===== src/rtl/stage4_memory_pkg.sv =====
// rtl/stage4_memory_pkg.sv - shared types for the memory pipeline stage
package stage4_memory_pkg;

    typedef enum logic [6:0] {
        OP_LOAD  = 7'b0000011,
        OP_IMM   = 7'b0010011,
        OP_STORE = 7'b0100011
    } opcode_t;

    // Load and store funct3 encodings share values for the byte/half/word sizes.
    typedef enum logic [2:0] {
        LB  = 3'd0,
        LH  = 3'd1,
        LW  = 3'd2,
        LBU = 3'd4,
        LHU = 3'd5
    } load_funct3_t;

    typedef enum logic [2:0] {
        SB = 3'd0,
        SH = 3'd1,
        SW = 3'd2
    } store_funct3_t;

    typedef enum logic [1:0] {
        IDLE = 2'd0,
        REQ  = 2'd1,
        WAIT = 2'd2
    } mem_state_t;

    typedef struct packed {
        logic [6:0]  opcode;
        logic [2:0]  funct3;
        logic [4:0]  rd;
        logic [31:0] immediate;
    } decoded_instruction_t;

    typedef struct packed {
        decoded_instruction_t decoded_instruction;
        logic [31:0]          rs1_value;
        logic [31:0]          rs2_value;
        logic [31:0]          alu_result;
        logic                 branch_taken;
        logic [31:0]          branch_target;
    } execute_to_memory_t;

    typedef struct packed {
        decoded_instruction_t decoded_instruction;
        logic [31:0]          alu_result;
        logic [31:0]          load_data;
        logic                 misaligned;
    } memory_to_writeback_t;

    localparam int EXEC_WIDTH = $bits(execute_to_memory_t);
    localparam int WB_WIDTH   = $bits(memory_to_writeback_t);

endpackage


===== src/rtl/stage4_memory_load_store_align.sv =====
// rtl/stage4_memory_load_store_align.sv - store lane strobes/data and load extraction/extension
module stage4_memory_load_store_align
    import stage4_memory_pkg::*;
(
    input  logic        is_store,
    input  logic [2:0]  funct3,
    input  logic [1:0]  lane,
    input  logic [31:0] rs2,
    input  logic [31:0] rdata,
    output logic [3:0]  wstrb,
    output logic [31:0] wdata,
    output logic        misaligned,
    output logic [31:0] load_data
);

    logic [31:0] shifted;
    logic [7:0]  byte_sel;
    logic [15:0] half_sel;

    assign shifted  = rdata >> {lane, 3'b000};
    assign byte_sel = shifted[7:0];
    assign half_sel = lane[1] ? rdata[31:16] : rdata[15:0];

    // Decode size from funct3; LB/SB, LH/SH and LW/SW share encodings so one case covers both.
    always_comb begin
        wstrb      = 4'b0000;
        wdata      = rs2;
        misaligned = 1'b0;
        load_data  = rdata;
        case (funct3)
            LB: begin
                wstrb     = 4'b0001 << lane;
                wdata     = {4{rs2[7:0]}};
                load_data = {{24{byte_sel[7]}}, byte_sel};
            end
            LH: begin
                misaligned = lane[0];
                wstrb      = 4'b0011 << lane;
                wdata      = {2{rs2[15:0]}};
                load_data  = {{16{half_sel[15]}}, half_sel};
            end
            LW: begin
                misaligned = (lane != 2'b00);
                wstrb      = 4'b1111;
                wdata      = rs2;
                load_data  = rdata;
            end
            LBU: begin
                misaligned = is_store;
                load_data  = {24'd0, byte_sel};
            end
            LHU: begin
                misaligned = is_store | lane[0];
                load_data  = {16'd0, half_sel};
            end
            default: begin
                misaligned = 1'b1;
                load_data  = 32'd0;
            end
        endcase
        if (!is_store) begin
            wstrb = 4'b0000;
        end
    end

endmodule


===== src/rtl/stage4_memory.sv =====
// rtl/stage4_memory.sv - pipeline stage 4: data-memory access and in-order forwarding to writeback
module stage4_memory
    import stage4_memory_pkg::*;
#(
    parameter int ADDR_WIDTH = 32,
    parameter int DATA_WIDTH = 32
)
(
    input  logic                  clk,
    input  logic                  rst,
    input  logic [EXEC_WIDTH-1:0] axis_execute_to_memory_tdata,
    input  logic                  axis_execute_to_memory_tvalid,
    output logic                  axis_execute_to_memory_tready,
    output logic [WB_WIDTH-1:0]   axis_memory_to_writeback_tdata,
    output logic                  axis_memory_to_writeback_tvalid,
    input  logic                  axis_memory_to_writeback_tready,
    output logic                  dmem_req_valid,
    input  logic                  dmem_req_ready,
    output logic [ADDR_WIDTH-1:0] dmem_req_addr,
    output logic                  dmem_req_we,
    output logic [3:0]            dmem_req_wstrb,
    output logic [DATA_WIDTH-1:0] dmem_req_wdata,
    input  logic                  dmem_resp_valid,
    input  logic [DATA_WIDTH-1:0] dmem_resp_rdata,
    output logic                  mem_busy
);

    execute_to_memory_t   in_pkt;
    memory_to_writeback_t out_pkt;
    mem_state_t           state;

    decoded_instruction_t cap_instr;
    logic [31:0]          cap_alu;
    logic [1:0]           cap_lane;

    logic [31:0] in_ea;
    logic        in_is_load;
    logic        in_is_store;
    logic        in_is_mem;
    logic        take;
    logic        out_accept;

    logic        sel_store;
    logic [2:0]  sel_funct3;
    logic [1:0]  sel_lane;
    logic [3:0]  align_wstrb;
    logic [31:0] align_wdata;
    logic        align_misaligned;
    logic [31:0] align_load_data;

    // Branch fields pass through this stage untouched and are consumed elsewhere.
    logic unused_branch;
    assign unused_branch = ^{in_pkt.branch_taken, in_pkt.branch_target};

    assign in_pkt      = execute_to_memory_t'(axis_execute_to_memory_tdata);
    assign in_ea       = in_pkt.rs1_value + in_pkt.decoded_instruction.immediate;
    assign in_is_load  = (in_pkt.decoded_instruction.opcode == OP_LOAD);
    assign in_is_store = (in_pkt.decoded_instruction.opcode == OP_STORE);
    assign in_is_mem   = in_is_load | in_is_store;

    assign out_accept = axis_memory_to_writeback_tvalid & axis_memory_to_writeback_tready;
    assign axis_execute_to_memory_tready = !rst && (state == IDLE) &&
                                           (!axis_memory_to_writeback_tvalid || axis_memory_to_writeback_tready);
    assign take = axis_execute_to_memory_tvalid & axis_execute_to_memory_tready;

    assign axis_memory_to_writeback_tdata = out_pkt;
    assign mem_busy = (state != IDLE);

    // In IDLE the aligner sees the incoming op; afterwards it sees the captured load for formatting.
    assign sel_store  = (state == IDLE) ? in_is_store : 1'b0;
    assign sel_funct3 = (state == IDLE) ? in_pkt.decoded_instruction.funct3 : cap_instr.funct3;
    assign sel_lane   = (state == IDLE) ? in_ea[1:0] : cap_lane;

    stage4_memory_load_store_align u_align (
        .is_store   (sel_store),
        .funct3     (sel_funct3),
        .lane       (sel_lane),
        .rs2        (in_pkt.rs2_value),
        .rdata      (dmem_resp_rdata),
        .wstrb      (align_wstrb),
        .wdata      (align_wdata),
        .misaligned (align_misaligned),
        .load_data  (align_load_data)
    );

    // Stage FSM: owns the output register, the memory request and the captured access.
    always_ff @(posedge clk) begin
        if (rst) begin
            state                           <= IDLE;
            axis_memory_to_writeback_tvalid <= 1'b0;
            out_pkt                         <= '0;
            dmem_req_valid                  <= 1'b0;
            dmem_req_addr                   <= '0;
            dmem_req_we                     <= 1'b0;
            dmem_req_wstrb                  <= 4'b0000;
            dmem_req_wdata                  <= '0;
            cap_instr                       <= '0;
            cap_alu                         <= '0;
            cap_lane                        <= 2'b00;
        end else begin
            if (out_accept) begin
                axis_memory_to_writeback_tvalid <= 1'b0;
            end
            case (state)
                IDLE: begin
                    if (take) begin
                        if (in_is_mem && !align_misaligned) begin
                            cap_instr      <= in_pkt.decoded_instruction;
                            cap_alu        <= in_pkt.alu_result;
                            cap_lane       <= in_ea[1:0];
                            dmem_req_valid <= 1'b1;
                            dmem_req_addr  <= {in_ea[ADDR_WIDTH-1:2], 2'b00};
                            dmem_req_we    <= in_is_store;
                            dmem_req_wstrb <= align_wstrb;
                            dmem_req_wdata <= align_wdata;
                            state          <= REQ;
                        end else begin
                            // Non-memory ops and rejected accesses go straight to writeback.
                            axis_memory_to_writeback_tvalid <= 1'b1;
                            out_pkt.decoded_instruction     <= in_pkt.decoded_instruction;
                            out_pkt.alu_result              <= in_pkt.alu_result;
                            out_pkt.load_data               <= 32'd0;
                            out_pkt.misaligned              <= in_is_mem;
                        end
                    end
                end
                REQ: begin
                    if (dmem_req_ready) begin
                        dmem_req_valid <= 1'b0;
                        dmem_req_we    <= 1'b0;
                        dmem_req_wstrb <= 4'b0000;
                        if (dmem_req_we) begin
                            axis_memory_to_writeback_tvalid <= 1'b1;
                            out_pkt.decoded_instruction     <= cap_instr;
                            out_pkt.alu_result              <= cap_alu;
                            out_pkt.load_data               <= 32'd0;
                            out_pkt.misaligned              <= 1'b0;
                            state                           <= IDLE;
                        end else begin
                            state <= WAIT;
                        end
                    end
                end
                WAIT: begin
                    if (dmem_resp_valid) begin
                        axis_memory_to_writeback_tvalid <= 1'b1;
                        out_pkt.decoded_instruction     <= cap_instr;
                        out_pkt.alu_result              <= cap_alu;
                        out_pkt.load_data               <= align_load_data;
                        out_pkt.misaligned              <= 1'b0;
                        state                           <= IDLE;
                    end
                end
                default: begin
                    state <= IDLE;
                end
            endcase
        end
    end

endmodule

===== config.mk =====
export PLATFORM = sky130hd
export DESIGN_NAME = stage4_memory
export DESIGN_NICKNAME = d
export VERILOG_FILES = /design/src/rtl/stage4_memory_pkg.sv /design/src/rtl/stage4_memory_load_store_align.sv /design/src/rtl/stage4_memory.sv
export SDC_FILE = /design/constraint.sdc
export NUM_CORES = 1
export LEC_CHECK = 0
export ABC_AREA = 1
export CORE_ASPECT_RATIO = 0.6
export CORE_MARGIN = 2
export CORE_UTILIZATION = 55
export DETAILED_ROUTE_END_ITERATION = 8
export DONT_BUFFER_PORTS = 1
export PLACE_DENSITY = 0.79
export SETUP_SLACK_MARGIN = 0.02
export SLEW_MARGIN = 20
export SYNTH_ARGS = -nofsm -noshare
export SYNTH_HDL_FRONTEND = slang
export SYNTH_HIERARCHICAL = 1
export SYNTH_SLANG_ARGS = --single-unit

===== constraint.sdc =====
create_clock -name clk -period 3.6 [get_ports clk]
set_input_delay 0.72 -clock clk [delete_from_list [all_inputs] [get_ports clk]]
set_output_delay 0.72 -clock clk [all_outputs]
set_load 0.01 [all_outputs]

## Yosys cells after proc, flatten, opt, wreduce, memory -nomap -nowiden

Index checks and enable logic that the tools add are counted.

| operators by class | value |
|---|---|
| $add $sub $neg | 1 |
| equality and inequality tests | 14 |
| shifts and indexed selects | 3 |
| multiplexer cells | 39 |
| bitwise logic cells | 4 |
| reductions and logical operators | 17 |

Operator list:

| kind | number |
|---|---|
| 2-to-1 mux 112 bit | 5 |
| case mux 112 bit (3 select lines) | 1 |
| case mux 32 bit (5 select lines) | 1 |
| case mux 32 bit (2 select lines) | 1 |
| adder 32 bit | 1 |
| right shift 32 x 5 -> 8 bit | 1 |
| 2-to-1 mux 16 bit | 1 |
| 2-to-1 mux 4 bit | 4 |
| 2-to-1 mux 1 bit | 12 |
| 2-to-1 mux 2 bit | 6 |
| case mux 4 bit (3 select lines) | 1 |
| != test 2 bit, second input constant | 5 |
| case mux 4 bit (2 select lines) | 1 |
| AND reduction 4 bit | 2 |
| equality test 7 x 2 -> 1 bit, second input constant | 1 |
| equality test 7 x 6 -> 1 bit, second input constant | 1 |
| equality test 3 bit, second input constant | 2 |
| case mux 2 bit (3 select lines) | 1 |
| AND reduction 6 bit | 1 |
| nonzero test 2 bit | 3 |
| case mux 1 bit (5 select lines) | 1 |
| case mux 1 bit (2 select lines) | 2 |
| << shifter 1 x 2 -> 4 bit, first input constant | 1 |
| << shifter 2 x 2 -> 4 bit, first input constant | 1 |
| 16 further kinds | 22 |

| storage, ports and cells | value |
|---|---|
| register bits | 264 |
| input bits | 214 |
| output and inout port bits | 185 |
| word-level logic and storage cells | 98 |

## Depth between registers and ports, before layout

| logic depth | value |
|---|---|
| depth in word-level cells | 9 |
| gate-level depth with buffers | 19 |
| gate-level depth less buffers | 16 |

## Modules after synthesis

The synthesis kept the hierarchy.

By module, submodules not included:

| module | times used | cells each | area each (µm²) |
|---|---|---|---|
| stage4_memory | 1 | 1942 | 12923.6 |
| stage4_memory_load_store_align | 1 | 304 | 1403.8 |

## Least setup slack after synthesis

OpenSTA, ideal clock, no wires.

| path | value |
|---|---|
| path type | input to register |
| start | input port axis_execute_to_memory_tdata[97] |
| end | register dmem_req_wdata[23] |
| setup time | 0.116 ns |
| arrival time | 2.826 ns |
| data required time | 3.484 ns |
| slack | 0.658 ns |
| cell stages on the path | 16 |
| path through | ha_1 -> fa_1 -> nand2_1 -> nand2_1 -> inv_2 -> nand2_1 -> a21oi_1 -> nand2_1 -> nor2_4 -> inv_2 -> nor2_4 -> inv_2 -> buf_2 -> buf_2 -> nor2_1 -> nor2_1 |

| on the way | value |
|---|---|
| cells in the longest elaborated chain, start to end | 7 |
| elaborated cells between the ends (all ways) | 8 |

RTL lines:

| element | line | text |
|---|---|---|
| from (decl) | stage4_memory.sv:11 | `input logic [EXEC_WIDTH-1:0] axis_execute_to_memory_tdata,` |
| adder 32 bit | stage4_memory.sv:56 | `assign in_ea = in_pkt.rs1_value + in_pkt.decoded_instruction.immediate;` |
| net in_ea[1] | stage4_memory.sv:36 | `logic [31:0] in_ea;` |
| 2-to-1 mux 2 bit | stage4_memory.sv:72 | `assign sel_lane = (state == IDLE) ? in_ea[1:0] : cap_lane;` |
| net sel_lane[1] | stage4_memory.sv:45 | `logic [1:0] sel_lane;` |
| nonzero test 2 bit | stage4_memory_load_store_align.sv:43 | `misaligned = (lane != 2'b00);` |
| case mux 1 bit (5 select lines) | stage4_memory_load_store_align.sv:30 | `case (funct3)` |
| net align_misaligned | stage4_memory.sv:48 | `logic align_misaligned;` |
| zero test 1 bit | stage4_memory.sv:107 | `if (in_is_mem && !align_misaligned) begin` |
| logical AND 1 bit | stage4_memory.sv:107 |  |
| AND reduction 3 bit (no source line) | -- |  |
| to (signal assigned) | stage4_memory.sv:115 | `dmem_req_wdata <= align_wdata;` |
| to (decl) | stage4_memory.sv:22 | `output logic [DATA_WIDTH-1:0] dmem_req_wdata,` |

The timed path passes the listed nets, and every way through them passes these cells.
A chain may end at the register's enable or synchronous reset.

## Final worst setup path

| path | value |
|---|---|
| start | register state[0] |
| end | register axis_memory_to_writeback_tvalid |

| on the way | value |
|---|---|
| cells in the longest elaborated chain, start to end | 9 |
| elaborated cells between the ends (all ways) | 22 |

RTL lines:

| element | line | text |
|---|---|---|
| from (decl) | stage4_memory.sv:30 | `mem_state_t state;` |
| from (signal assigned) | stage4_memory.sv:89 | `state <= IDLE;` |
| from (signal assigned) | stage4_memory.sv:116 | `state <= REQ;` |
| from (signal assigned) | stage4_memory.sv:138 | `state <= IDLE;` |
| zero test 2 bit (*) | stage4_memory.sv:72 |  |
| 2-to-1 mux 2 bit (*) | stage4_memory.sv:72 |  |
| net sel_lane[0] | stage4_memory.sv:45 |  |
| OR 1 bit / nonzero test 2 bit (equally long branches) | stage4_memory_load_store_align.sv:53, stage4_memory_load_store_align.sv:43 |  |
| case mux 1 bit (5 select lines) (*) | stage4_memory_load_store_align.sv:30 |  |
| net align_misaligned | stage4_memory.sv:48 |  |
| zero test 1 bit (*) | stage4_memory.sv:107 |  |
| logical AND 1 bit (*) | stage4_memory.sv:107 |  |
| 2-to-1 mux 1 bit (*) | stage4_memory.sv:107 |  |
| 2-to-1 mux 1 bit (*) | stage4_memory.sv:106 | `if (take) begin` |
| case mux 1 bit (3 select lines) (*) | stage4_memory.sv:104 | `case (state)` |
| to (signal assigned) | stage4_memory.sv:102 | `axis_memory_to_writeback_tvalid <= 1'b0;` |
| to (signal assigned) | stage4_memory.sv:119 | `axis_memory_to_writeback_tvalid <= 1'b1;` |
| to (signal assigned) | stage4_memory.sv:133 | `axis_memory_to_writeback_tvalid <= 1'b1;` |
| to (decl) | stage4_memory.sv:15 | `output logic axis_memory_to_writeback_tvalid,` |

The timed path passes the listed nets; every way through them passes the cells marked *.

==> impl_results.md <==
- CTS clock-pin slew for the worst setup and hold paths: 0.07 ns
- Num rows: 45
- Max-cap violations: 0
- Synth Area in Compound Gates: 13.43%
- Net Sw Power: about 1.9 mW
- Vias in the first global route: between 10000 and 15000
- Tot Pwr: about 6.7 mW
- Max Fclk: between 300 and 400 MHz
- CTS buffer count: 26
- Final #Nets: 2412
- Hold Path Depth: 1
- Skew-Pair Late Insertion Delay: roughly 0.55 ns
- Clk buf depth: 3
- CTS Hold Bufs: 0
- Critical path data required time: 4.07 ns
- Least-Margin Pin Slew: 0.9967 ns
- Root Driver: clkbuf_16
- Fin Setup TNS: 0 ns
- Initial core utilization: a little under three fifths
- Setup crit end kind: flip-flop
- IO buf count: 0
- # setup viols final: 0
- Switching part of the total: 28.07%
- # IOs: 399
- Fin crit period: about 3.3 ns
- Per-cell routed wire length: approximately 17 µm
- Clk pwr share: 40.6%
- DRC Markers: 0
- Synth Area in XOR/XNOR: less than 1%
- Final number of max-transition violations: 0
- Largest family of logic cells by synthesized area: simple AND/OR/NAND/NOR gates
- Tcrit/Tclk final: 91.76%
- Synth Area in Adders: about 3.3%
- Crit Path Category: flip-flop to flip-flop
- Via-to-Cell Ratio: 5.481
- Post-synthesis mux area share: 0%
- Syn Inst Count: between 2000 and 2500
- Syn Area/Cell: 6.379 µm²
- Arr. time, crit path: 3.77 ns
- Logic pwr share: roughly an eighth
- Placed Cells incl. Taps: between 2000 and 2500
- Clock sink count: 264
- Max IR drop VDD: 0.4075 mV
- Area Overhead vs Synth: 5.275%
- Design area: 15080 µm²
- Post-DP HPWL: approximately 32000 µm
- DRT iter0 DRCs: approximately 1300
- Initial antenna violation count: 0
- Total GRT Usage: 31.04%
- H-tree depth: 1
- Syn Std Cell Area: 14330 µm²
- Post-Synth Simple-Gate Area: 34.70%
- Sequential area share after synthesis: 36.89%
- # diodes: 0
- Worst Reg-to-Reg Cells: 16
- Worst clock skew: 0.01673 ns
- Yosys Warn Count: 6
- Die Footprint: 27400 µm²
- TritonCTS clock tree: yes
- Chip width: ~210 µm
- DRT Pass-1 Iters: 6
- GPL Wtd Cong: 0.9821
- Grt ovf: 0
- Reg2reg setup slack: 0.30 ns
- First-pass GRT wire length: 67630 µm
- Layout cell share with drive strength beyond 1: 3.899%
- Synth cell types: 39
- Die height: around 130 µm
- Post-DP Area: 14230 µm²
- Pin count of the biggest net entering global routing: 83
- Hold crit path type: input port to flip-flop
- Startpoint Class: flip-flop
- Vias post-DR: about 14000
- Final cell count without fillers: about 2500
- LEAKAGE: about 7.4 nW
- Antenna-violating nets left: 0
- Reg power frac: 46.4%
- Crit-path max FO: 42
- Internal power: 4.854 mW
- Max-slew headroom: ~34%
- FF+latch count, synth: 264
- Routed Wire Length: between 40000 and 50000 µm
- Post-CTS setup buffers: 0
- Final Hold Viols: 0
- Core area: around 25000 µm²
- RSZ-0062 raised after global routing: false
- Pwr Density: 447.5 nW/µm²
- Run status: completed
- PostCTS Resize Cnt: 0
==> routing by layer <==
metal / wire length (µm) / vias to the layer above / track usage, %
met5: 0 / - / 0
met4: 921 / 0 / 6.952
met3: 4855 / 53 / 9.380
met2: 18100 / 630 / 45.73
met1: 19830 / 6334 / 44.57
li1: - / 6860 / -
==> cell usage in the layout (no fill, tap or decap), types with 4 or more instances in the layout <==
cell type	Yosys	routed
o211ai_1	14	14
nand3_1	64	64
a21oi_1	39	39
nor2_1	553	552
nor3_1	5	5
nand4_1	11	11
xnor2_1	8	8
inv_1	194	194
o21ai_0	178	178
o21ai_1	4	4
inv_2	5	4
buf_12	0	8
clkbuf_1	48	4
clkbuf_8	0	8
buf_4	38	9
a22oi_1	80	80
clkbuf_16	0	27
dfxtp_1	264	264
ha_1	36	36
nor2_4	5	6
xor2_1	7	7
nand2_1	624	624
==> logic make-up (layout without fill, tap and decap cells) <==
| logic type | after synthesis | count (layout) |
|---|---|---|
| AO/OA/AOI/OAI | 325 | 325 |
| XOR/XNOR | 15 | 15 |
| adder cells (fa/ha/maj) | 37 | 37 |
| buffers and inverters | 332 | 265 |
| flip-flops | 264 | 264 |
| other | 1 | 2 |
| AND/OR/NAND/NOR | 1272 | 1272 |
==> synth_stat cells <==
cell / n / share of area, %
nand2_1: 624 / 16
nor2_1: 553 / 14
dfxtp_1: 264 / 37
inv_1: 194 / 5.1
o21ai_0: 178 / 6.2
a22oi_1: 80 / 4.2
nand3_1: 64 / 2.2
clkbuf_1: 48 / 1.3
a21oi_1: 39 / 1.4
buf_4: 38 / 2.0
ha_1: 36 / 3.1
buf_2: 24 / 0.84
buf_6: 16 / 1.3
o211ai_1: 14 / 0.73
nand4_1: 11 / 0.48
xnor2_1: 8 / 0.49
xor2_1: 7 / 0.43
buf_1: 5 / 0.13
inv_2: 5 / 0.13
nor2_4: 5 / 0.39
nor3_1: 5 / 0.17
o21ai_1: 4 / 0.14
nand2_2: 3 / 0.13
o21bai_1: 3 / 0.16
a21o_1: 2 / 0.10
a21oi_4: 2 / 0.23
and2_1: 2 / 0.087
a211oi_2: 1 / 0.087
a21oi_2: 1 / 0.061
clkinv_1: 1 / 0.026
conb_1: 1 / 0.026
fa_1: 1 / 0.14
inv_4: 1 / 0.044
nand2_4: 1 / 0.079
nand3b_1: 1 / 0.052
nor2_2: 1 / 0.044
nor2_8: 1 / 0.14
o211ai_4: 1 / 0.15
or2_2: 1 / 0.044
==> worst max-delay path, cell delays in order, from the launching register on <==
cell     delay, ns
dfxtp_1       0.39
inv_1         0.10
ha_1          0.22
inv_1         0.41
nand2_1       0.10
nand2_1       0.28
inv_1         0.14
o21ai_0       0.23
nand2_1       0.10
nand2_1       0.12
nor2_4        0.07
inv_2         0.08
nor2_4        0.06
inv_4         0.36
buf_12        0.29
nand3_1       0.10
a21oi_1       0.15
==> state kept, by name (all words and copies together), names as in the netlist <==
signal / cells
dmem_req_we: 1
cap_lane: 2
axis_memory_to_writeback_tvalid: 1
cap_alu: 32
dmem_req_addr: 30
dmem_req_wdata: 32
cap_instr: 47
dmem_req_wstrb: 4
dmem_req_valid: 1
axis_memory_to_writeback_tdata: 112
state: 2
==> power by group through the flow <==
| stage | Sequential (mW) | Combinational [mW] | Clock, mW |
|---|---|---|---|
| detailed placement | 3.19 | 0.865 | 0 |
| finish | 3.13 | 0.881 | 2.74 |
| global route | 3.14 | 1.01 | 2.89 |
| global placement | 3.19 | 0.848 | 0 |
| CTS | 3.13 | 0.870 | 2.77 |
| floorplan | 3.16 | 0.720 | 0 |
==> per-stage QoR <==
step	hold WS [ns]	utilization, %	setup WS, ns
2_1_floorplan	0.4177	-	0.6582
3_3_place_gp	0.4260	55.90	0.3416
3_5_place_dp	0.4315	55.90	0.2868
4_1_cts	0.2254	59.27	0.3761
5_1_grt	0.2283	59.27	0.08233
6_report	0.2725	59.27	0.2968
==> final cells by class <==
cell class | count | area (µm²)
multi-input cells | 1651 | 7512
repair buffers | 17 | 227.7
flip-flops and latches | 264 | 5285
fillers | 2475 | 10370
inverters | 201 | 762.0
clock buffers | 39 | 800.8
well taps | 352 | 440.4
clock inverters | 8 | 55.05
==> worst paths after layout <==
path	to	start
setup / recovery	axis_memory_to_writeback_tvalid	state[0]
hold reg to reg	cap_instr[44]	cap_instr[44]
setup reg to reg	axis_memory_to_writeback_tvalid	state[0]
hold / removal	cap_instr[46]	rst
Note: power is estimated with default switching activity, not from simulation.
